## src/rtl/pc_sequencer_pkg.sv

```systemverilog
// pc_sequencer_pkg: shared definitions for the PC sequencer.
//   state_e        - sequencer state encoding (BOOT=0, RUN=1, HALT=2, FAULT=3)
//   XLEN_DEF       - default PC / branch-target width
//   HALT_INSTR_DEF - default instruction word that ends execution
//   PC_INC         - sequential PC increment in bytes
package pc_sequencer_pkg;
  typedef enum logic [1:0] {
    ST_BOOT  = 2'd0,
    ST_RUN   = 2'd1,
    ST_HALT  = 2'd2,
    ST_FAULT = 2'd3
  } state_e;

  localparam int          XLEN_DEF       = 32;
  localparam logic [31:0] HALT_INSTR_DEF = 32'h0000_006F;
  localparam int          PC_INC         = 4;
endpackage

```

## src/rtl/pc_seq_counter.sv

```systemverilog
// pc_seq_counter: up counter with synchronous clear and count enable.
//   SAT=1 : counting stops at MAX
//   SAT=0 : counter wraps modulo 2^W (MAX unused)
// Ports:
//   i_clk, i_rst_n - clock, asynchronous active-low reset
//   i_clr          - synchronous clear (wins over i_en)
//   i_en           - count enable
//   o_count        - current count
module pc_seq_counter #(
  parameter int          W   = 8,
  parameter int unsigned MAX = 255,
  parameter bit          SAT = 1'b1
) (
  input  logic         i_clk,
  input  logic         i_rst_n,
  input  logic         i_clr,
  input  logic         i_en,
  output logic [W-1:0] o_count
);
  localparam logic [W-1:0] MAX_V = W'(MAX);

  logic [W-1:0] r_cnt;
  logic         w_at_max;

  assign w_at_max = SAT && (r_cnt == MAX_V);

  always_ff @(posedge i_clk or negedge i_rst_n) begin
    if (!i_rst_n)              r_cnt <= '0;
    else if (i_clr)            r_cnt <= '0;
    else if (i_en && !w_at_max) r_cnt <= r_cnt + W'(1);
  end

  assign o_count = r_cnt;
endmodule

```

## src/rtl/pc_sequencer.sv

```systemverilog
// pc_sequencer: program-counter sequencer with BOOT/RUN/HALT/FAULT control.
// Optional feature macro: PC_SEQUENCER_TIMEOUT_EN -- when defined, RUN ends in
// HALT (timed_out=1) once cycle_count reaches MAX_CYCLES.
// Ports:
//   clk, reset          - clock, asynchronous active-low reset
//   stall               - hold PC this cycle (cycle budget still advances)
//   restart             - pulse, leaves HALT/FAULT back to BOOT
//   instr, instr_valid  - instruction at pc_out, used for halt detection
//   branch_taken/target - redirect request; misaligned target faults
//   pc_out, next_pc     - registered PC and the value it takes at next edge
//   pc_write            - PC loads a new value at next edge
//   state, halted       - current state, state==HALT
//   timed_out           - sticky, HALT entered by budget exhaustion
//   cycle_count         - saturating RUN-cycle count
//   retired             - wrapping count of PC updates in RUN
module pc_sequencer
  import pc_sequencer_pkg::*;
#(
  parameter int              XLEN       = XLEN_DEF,
  parameter logic [XLEN-1:0] RESET_VEC  = '0,
  parameter logic [31:0]     HALT_INSTR = HALT_INSTR_DEF,
  parameter int              MAX_CYCLES = 80,
  localparam int             CW         = $clog2(MAX_CYCLES + 1)
) (
  input  logic            clk,
  input  logic            reset,
  input  logic            stall,
  input  logic            restart,
  input  logic [31:0]     instr,
  input  logic            instr_valid,
  input  logic            branch_taken,
  input  logic [XLEN-1:0] branch_target,
  output logic [XLEN-1:0] pc_out,
  output logic [XLEN-1:0] next_pc,
  output logic            pc_write,
  output logic [1:0]      state,
  output logic            halted,
  output logic            timed_out,
  output logic [CW-1:0]   cycle_count,
  output logic [31:0]     retired
);
  state_e          r_state, w_state_nxt;
  logic [XLEN-1:0] r_pc, w_pc_nxt;
  logic            r_armed;     // first edge after reset release seen
  logic            r_timed_out;
  logic            w_pcw, w_ret_en, w_cyc_en, w_clr, w_to_set;
  logic            w_is_halt, w_misalign, w_budget;

  assign w_is_halt  = instr_valid && (instr == HALT_INSTR);
  assign w_misalign = branch_target[1:0] != 2'b00;

`ifdef PC_SEQUENCER_TIMEOUT_EN
  // Fires in the RUN cycle whose edge brings cycle_count to MAX_CYCLES.
  assign w_budget = (r_state == ST_RUN) && (cycle_count == CW'(MAX_CYCLES - 1));
`else
  assign w_budget = 1'b0;
`endif

  always_comb begin
    w_state_nxt = r_state;
    w_pc_nxt    = r_pc;
    w_pcw       = 1'b0;
    w_ret_en    = 1'b0;
    w_cyc_en    = 1'b0;
    w_clr       = 1'b0;
    w_to_set    = 1'b0;
    case (r_state)
      // BOOT spans the cycle that starts at the reset-release edge.
      ST_BOOT: if (r_armed) w_state_nxt = ST_RUN;
      ST_RUN: begin
        w_cyc_en = 1'b1;
        if (!stall && w_is_halt) begin
          w_state_nxt = ST_HALT;
        end else if (w_budget) begin
          w_state_nxt = ST_HALT;
          w_to_set    = 1'b1;
        end else if (stall) begin
          w_state_nxt = ST_RUN;
        end else if (branch_taken && w_misalign) begin
          w_state_nxt = ST_FAULT;
        end else begin
          w_pcw    = 1'b1;
          w_ret_en = 1'b1;
          w_pc_nxt = branch_taken ? branch_target : r_pc + XLEN'(PC_INC);
        end
      end
      ST_HALT, ST_FAULT: begin
        if (restart) begin
          w_state_nxt = ST_BOOT;
          w_pc_nxt    = RESET_VEC;
          w_pcw       = 1'b1;
          w_clr       = 1'b1;
        end
      end
      default: ;
    endcase
  end

  always_ff @(posedge clk or negedge reset) begin
    if (!reset) begin
      r_state     <= ST_BOOT;
      r_pc        <= RESET_VEC;
      r_armed     <= 1'b0;
      r_timed_out <= 1'b0;
    end else begin
      r_state <= w_state_nxt;
      r_pc    <= w_pc_nxt;
      r_armed <= 1'b1;
      if (w_clr)         r_timed_out <= 1'b0;
      else if (w_to_set) r_timed_out <= 1'b1;
    end
  end

  pc_seq_counter #(.W(CW), .MAX(MAX_CYCLES), .SAT(1'b1)) u_cycle_cnt (
    .i_clk(clk), .i_rst_n(reset), .i_clr(w_clr), .i_en(w_cyc_en), .o_count(cycle_count)
  );

  pc_seq_counter #(.W(32), .MAX(0), .SAT(1'b0)) u_retired_cnt (
    .i_clk(clk), .i_rst_n(reset), .i_clr(w_clr), .i_en(w_ret_en), .o_count(retired)
  );

  assign pc_out    = r_pc;
  assign next_pc   = w_pc_nxt;
  assign pc_write  = w_pcw;
  assign state     = r_state;
  assign halted    = (r_state == ST_HALT);
  assign timed_out = r_timed_out;
endmodule

```

## config.mk

```make
export PLATFORM = sky130hd
export DESIGN_NAME = pc_sequencer
export DESIGN_NICKNAME = d
export VERILOG_FILES = /design/src/rtl/pc_sequencer_pkg.sv /design/src/rtl/pc_seq_counter.sv /design/src/rtl/pc_sequencer.sv
export SDC_FILE = /design/constraint.sdc
export NUM_CORES = 1
export LEC_CHECK = 0
export CAP_MARGIN = 25
export CORE_MARGIN = 3
export CORE_UTILIZATION = 45
export CTS_CLUSTER_SIZE = 40
export DETAILED_ROUTE_END_ITERATION = 8
export PLACE_DENSITY = 0.91
export SETUP_SLACK_MARGIN = 0.15
export SLEW_MARGIN = 20
export SYNTH_ARGS = -nofsm -noshare
export SYNTH_HDL_FRONTEND = slang
export SYNTH_SLANG_ARGS = --single-unit
```

## constraint.sdc

```tcl
create_clock -name clk -period 3.15 [get_ports clk]
set_input_delay 0.315 -clock clk [delete_from_list [all_inputs] [get_ports clk]]
set_output_delay 0.315 -clock clk [all_outputs]
set_load 0.05 [all_outputs]
```

Word level (Yosys, flattened, before mapping). Cells that the tools add are included.

$add $sub $neg: 3. $mul: 0. Divide/modulo/power cells: 0. Magnitude comparators: 0. Equal/unequal tests: 8. Shift operators: 0. Multiplexer cells: 25. Bitwise logic cells: 0. Reduce and logical (&&, ||, !) cells: 12.

Operators by type and width (number): $mux W32 (7); $pmux W32 S2 (1); $add A32 B1 Y32 const B (1); $add A32 B3 Y32 const B (1); $eq A32 B7 Y1 const B (1); $mux W7 (2); $mux W2 (5); $mux W1 (8); $add A7 B1 Y7 const B (1); $eq A7 B7 Y1 const B (1); $pmux W2 S3 (1); $reduce_bool A2 Y1 (3); $eq A2 B2 Y1 const B (2); $logic_and A1 B1 Y1 (4); $ne A2 B2 Y1 const B (2); $ne A4 B4 Y1 const B (1); $reduce_and A3 Y1 (1); $eq A2 B1 Y1 const B (1); $logic_not A1 Y1 (2); $logic_not A2 Y1 (1); $pmux W1 S2 (1); $reduce_or A2 Y1 (1).

Flip-flop bits (word level): 75. Latch bits: 0. Memory bits (writable): 0. ROM bits: 0. Input port bits: 70. Output and inout bits: 108. Logic and storage cells: 54. Memories kept: 0.

Depth between registers and ports, before layout.
Depth after elaboration: 8. Mapped depth: 7. Gate-level depth less buffers: 6.

Cells and area by module. A second synthesis with hierarchy kept.

Cell total of the unflattened synthesis: 540. Area total of the unflattened synthesis: 4784.6 µm².

By module, submodules not included: pc_sequencer (times used 1, cells each 312, area each 2635.0 µm², seq. area each 875.8 µm²); pc_seq_counter (u_retired_cnt) (times used 1, cells each 183, area each 1714.1 µm², seq. area each 800.8 µm²); pc_seq_counter (u_cycle_cnt) (times used 1, cells each 45, area each 435.4 µm², seq. area each 175.2 µm²).

Worst setup path before layout. No wires, ideal clock.

Path type: reg-to-output. Start: register r_pc[2], in the netlist pc_out[2]. End: output next_pc[22]. Arrival: 3.251 ns. Required time: 2.835 ns. Path slack: -0.416 ns. Stages on the path, launching flop included: 6. Path buffers: 0. Cell sequence: dfrtp_1 > ha_1 > nand3_1 > nor4_1 > a32oi_1 > o21ai_0.

Word-level cells in the longest chain between the ends: 6.

RTL lines: start, declared (RTL line pc_sequencer.sv:43) `logic [XLEN-1:0] r_pc, w_pc_nxt;`; start signal, assigned (RTL line pc_sequencer.sv:107) `r_pc <= w_pc_nxt;`; $add A32 B3 Y32 (RTL line pc_sequencer.sv:84) `w_pc_nxt = branch_taken ? branch_target : r_pc + XLEN'(PC_INC);`; $mux W32 (RTL line pc_sequencer.sv:84); $mux W32 (RTL line pc_sequencer.sv:79) `end else if (branch_taken && w_misalign) begin`; $mux W32 (RTL line pc_sequencer.sv:77) `end else if (stall) begin`; $mux W32 (RTL line pc_sequencer.sv:72) `if (!stall && w_is_halt) begin`; $pmux W32 S2 (RTL line pc_sequencer.sv:67) `case (r_state)`; end, declared (RTL line pc_sequencer.sv:34) `output logic [XLEN-1:0] next_pc,`.

No other way between the ends.

Worst setup path after layout.
Start: register r_pc[23], in the netlist pc_out[23]. End: output next_pc[31].

Same word-level chain as after synthesis.

==> flow_metrics.py <==
metrics = {
    "timing": {
        "tightest_slew_ns": 0.731,
        "relSlewSlack": 0.512,
        "setup_ws_ns": 0.199,
        "clock-skew-final_ns": 0.0125,
        "setup_viol": 0,
        "clock.fmax_mhz": 339,
        "min_period_ns": 2.95,
        "fin_hold_ws_ns": 0.374,
        "timing.final.crit_share": 0.937,
        "rsz0062_at_grt": "true",
        "hold_viol_final": 0,
        "slew_violations": 0,
    },
    "synth": {
        "synthesis.area_mm2": 0.00467,
        "synth_xor_area_frac": 0.00749,
        "synth-simple-area-share": 0.289,
        "muxShareOfSynthArea": 0.0171,
        "synth_nets": 622,
        "ys_ff_latch": 74,
        "synth_compound_area_frac": 0.229,
        "synth_top_family_by_area": "simple AND/OR/NAND/NOR gates",
        "ys_async_sr_fraction": 1.00,
        "synth_edf_count": 0,
        "syn_avg_cell_area_um2": 8.53,
        "yosysWarnings": 0,
        "synthAdderAreaFrac": 0.0107,
        "synth_ff_type": "dfrtp_1",
        "synthCells": 548,
        "seq_area_frac_synth": 0.396,
        "synth.distinct_cells": 62,
    },
    "detailed_routing": {
        "vias": 5590,
        "drc": 0,
        "antenna_left": 0,
        "routedWlPerCell_um": 20.7,
        "first_pass_iters": 7,
        "drt-total-wl_mm": 17.9,
        "drtIter0Drc": 651,
        "vias_per_cell": 6.47,
    },
    "setup_path": {
        "cp_data_arrival_time_ns": 2.64,
        "path_class": "reg2out",
        "cp_slowest_cell": "or4_4",
        "cpPeakStageDelay_ns": 0.60,
        "startpoint_type": "flop",
        "required_ns": 2.83,
        "path_cells": "inv_1 -> or4_4 -> or4_1 -> and3_1 -> o32ai_4 -> buf_12",
        "end_kind": "output pin",
        "cp_max_fo": 6,
    },
    "die": {
        "die_width_um": 108,
        "start_util": 0.470,
        "die_y_um": 108,
        "coreArea_mm2": 0.00995,
        "ios": 178,
        "rows": 36,
        "dieArea_mm2": 0.0116,
    },
    "global_route": {
        "grt_pass1_vias": 5397,
        "grt_use_met1": 0.368,
        "grt_overflow": 0,
        "grt_pass1_wl_mm": 27.8,
        "grt_antenna_before_repair": 0,
        "met3_usage": 0.0558,
        "met2_usage": 0.522,
        "grt_max_degree": 75,
        "grtUsageTotal": 0.299,
        "grt_busiest_layer": "met2",
    },
    "placement": {
        "gp_congestion": 0.949,
        "port-buffer-count": 176,
        "dp_hpwl_mm": 12.6,
        "place_area_mm2": 0.00700,
        "pre_cts_slack_ns": 0.121,
    },
    "cts": {
        "worstSkewPairLatency_ns": 0.36,
        "cts_made_buffers": 9,
        "cts-root-buf": "clkbuf_8",
        "cts_tree": "built",
        "htree_num_levels": 3,
        "clkSlewWorstSetupHoldPaths_ns": 0.08,
        "clock_path_buffers": 2,
        "clock_sinks": 74,
    },
    "layout": {
        "antennaDiodeCount": 0,
        "final_area_mm2": 0.00743,
        "drive_gt1_frac": 0.186,
        "nets": 800,
        "final_common_cell": "clkdlybuf4s50_1",
        "final_cell_mix": "clkdlybuf4s50_1 (141), dfrtp_1 (68), nand2_1 (46)",
        "area_growth_pct": 58.9,
    },
    "power": {
        "leakage_nw": 2.90,
        "vdd.ir_drop.worst_v": 0.000539,
        "p_per_area_mw_per_mm2": 860,
        "total_power_mw": 6.39,
    },
    "run": {
        "cap_violations": 0,
    },
    "hold_path": {
        "hold_path.class": "in2async",
    },
    "run_status": {
        "status": "finished clean",
    },
}
[worst max-delay path: cells and delay by family (launching register included)]
family,cells,cell delay [ns]
flip-flops,1,0.42
AO/OA/AOI/OAI,1,0.26
buffers and inverters,2,0.33
AND/OR/NAND/NOR,3,1.27
[layer usage]
metal | up-vias | part of all wire
li1 | 2466 | -
met1 | 2730 | 0.38
met2 | 347 | 0.51
met3 | 47 | 0.081
met4 | 0 | 0.029
met5 | - | 0
[power breakdown]
| part | switching [mW] | internal, mW | leakage [nW] |
|---|---|---|---|
| Clock | 0.383 | 0.367 | 0.0925 |
| Sequential | 0.332 | 1.18 | 0.982 |
| Combinational | 2.52 | 1.61 | 1.82 |
| Total | 3.23 | 3.16 | 2.90 |
[state kept, by name (all words and copies together) (netlist names)]
register,count
r_armed,1
u_cycle_cnt.o_count,7
state,2
pc_out,32
u_retired_cnt.o_count,32
[path summary, 6_finish.rpt]
path	startpoint	end	slack, ns	depth (start not counted)
max	pc_out[23]	next_pc[31]	0.20	6
min	reset	pc_out[12]	0.37	2
max reg2reg	state[1]	u_retired_cnt.o_count[24]	0.85	6
min reg2reg	state[0]	state[0]	0.56	1
max in group asynchronous	reset	state[0]	2.18	3
min in group clk	state[0]	state[0]	0.56	1
[cell families after synthesis]
group           after synthesis
simple gates                250
compound gates              149
flops                        74
buf+inv                      57
mux                           8
fa+ha+maj                     4
xor+xnor                      4
other cells                   2
[Yosys cell counts (3+ instances only)]
library cell | n | area (um2)
nor3_1 | 21 | 105
o32ai_1 | 3 | 26.3
nand3_1 | 34 | 170
a22oi_1 | 4 | 30.0
and2_1 | 3 | 18.8
and3_1 | 15 | 93.8
o221ai_1 | 4 | 35.0
mux2i_1 | 8 | 80.1
a31o_2 | 11 | 96.3
nor2_1 | 37 | 139
o31ai_1 | 19 | 143
nor4b_1 | 3 | 26.3
clkbuf_1 | 30 | 113
and4_1 | 7 | 61.3
inv_1 | 15 | 56.3
nand2b_1 | 13 | 81.3
buf_2 | 6 | 30.0
o311ai_0 | 8 | 70.1
a32o_1 | 5 | 50.1
buf_1 | 3 | 11.3
dfrtp_1 | 74 | 1850
or4_1 | 16 | 120
o211ai_1 | 7 | 52.6
a211oi_1 | 3 | 22.5
nor4_1 | 13 | 81.3
ha_1 | 4 | 50.1
or3_1 | 6 | 37.5
nand2_1 | 47 | 176
a21oi_1 | 27 | 135
a31oi_1 | 15 | 93.8
nand4_1 | 24 | 150
o21ai_0 | 19 | 95.1
[layout make-up]
class	instances	area, um2
inverter	16	62.6
multi-input combinational	417	2810
clock buffer	10	128
fill	687	2530
clock inverter	6	67.6
sequential	74	1860
tap	133	166
timing repair buffer	208	2340
[stage by stage]
| stage | cells | util | setup TNS [ns] |
|---|---|---|---|
| 2_1_floorplan | 548 | - | -0.636 |
| 3_3_place_gp | 838 | 0.703 | 0 |
| 3_5_place_dp | 838 | 0.703 | 0 |
| 4_1_cts | 856 | 0.729 | 0 |
| 5_1_grt | 864 | 0.746 | 0 |
| 6_report | 864 | 0.746 | 0 |
[repair_timing]
item,4_1_cts,5_1_grt
setup endpoints to repair,24,28
resized for setup,13,23
endpoints found under the hold margin,0,16
pin swaps,1,2
setup buffers,2,6
hold buffers,0,1
Note: power is estimated with default switching activity, not from simulation.
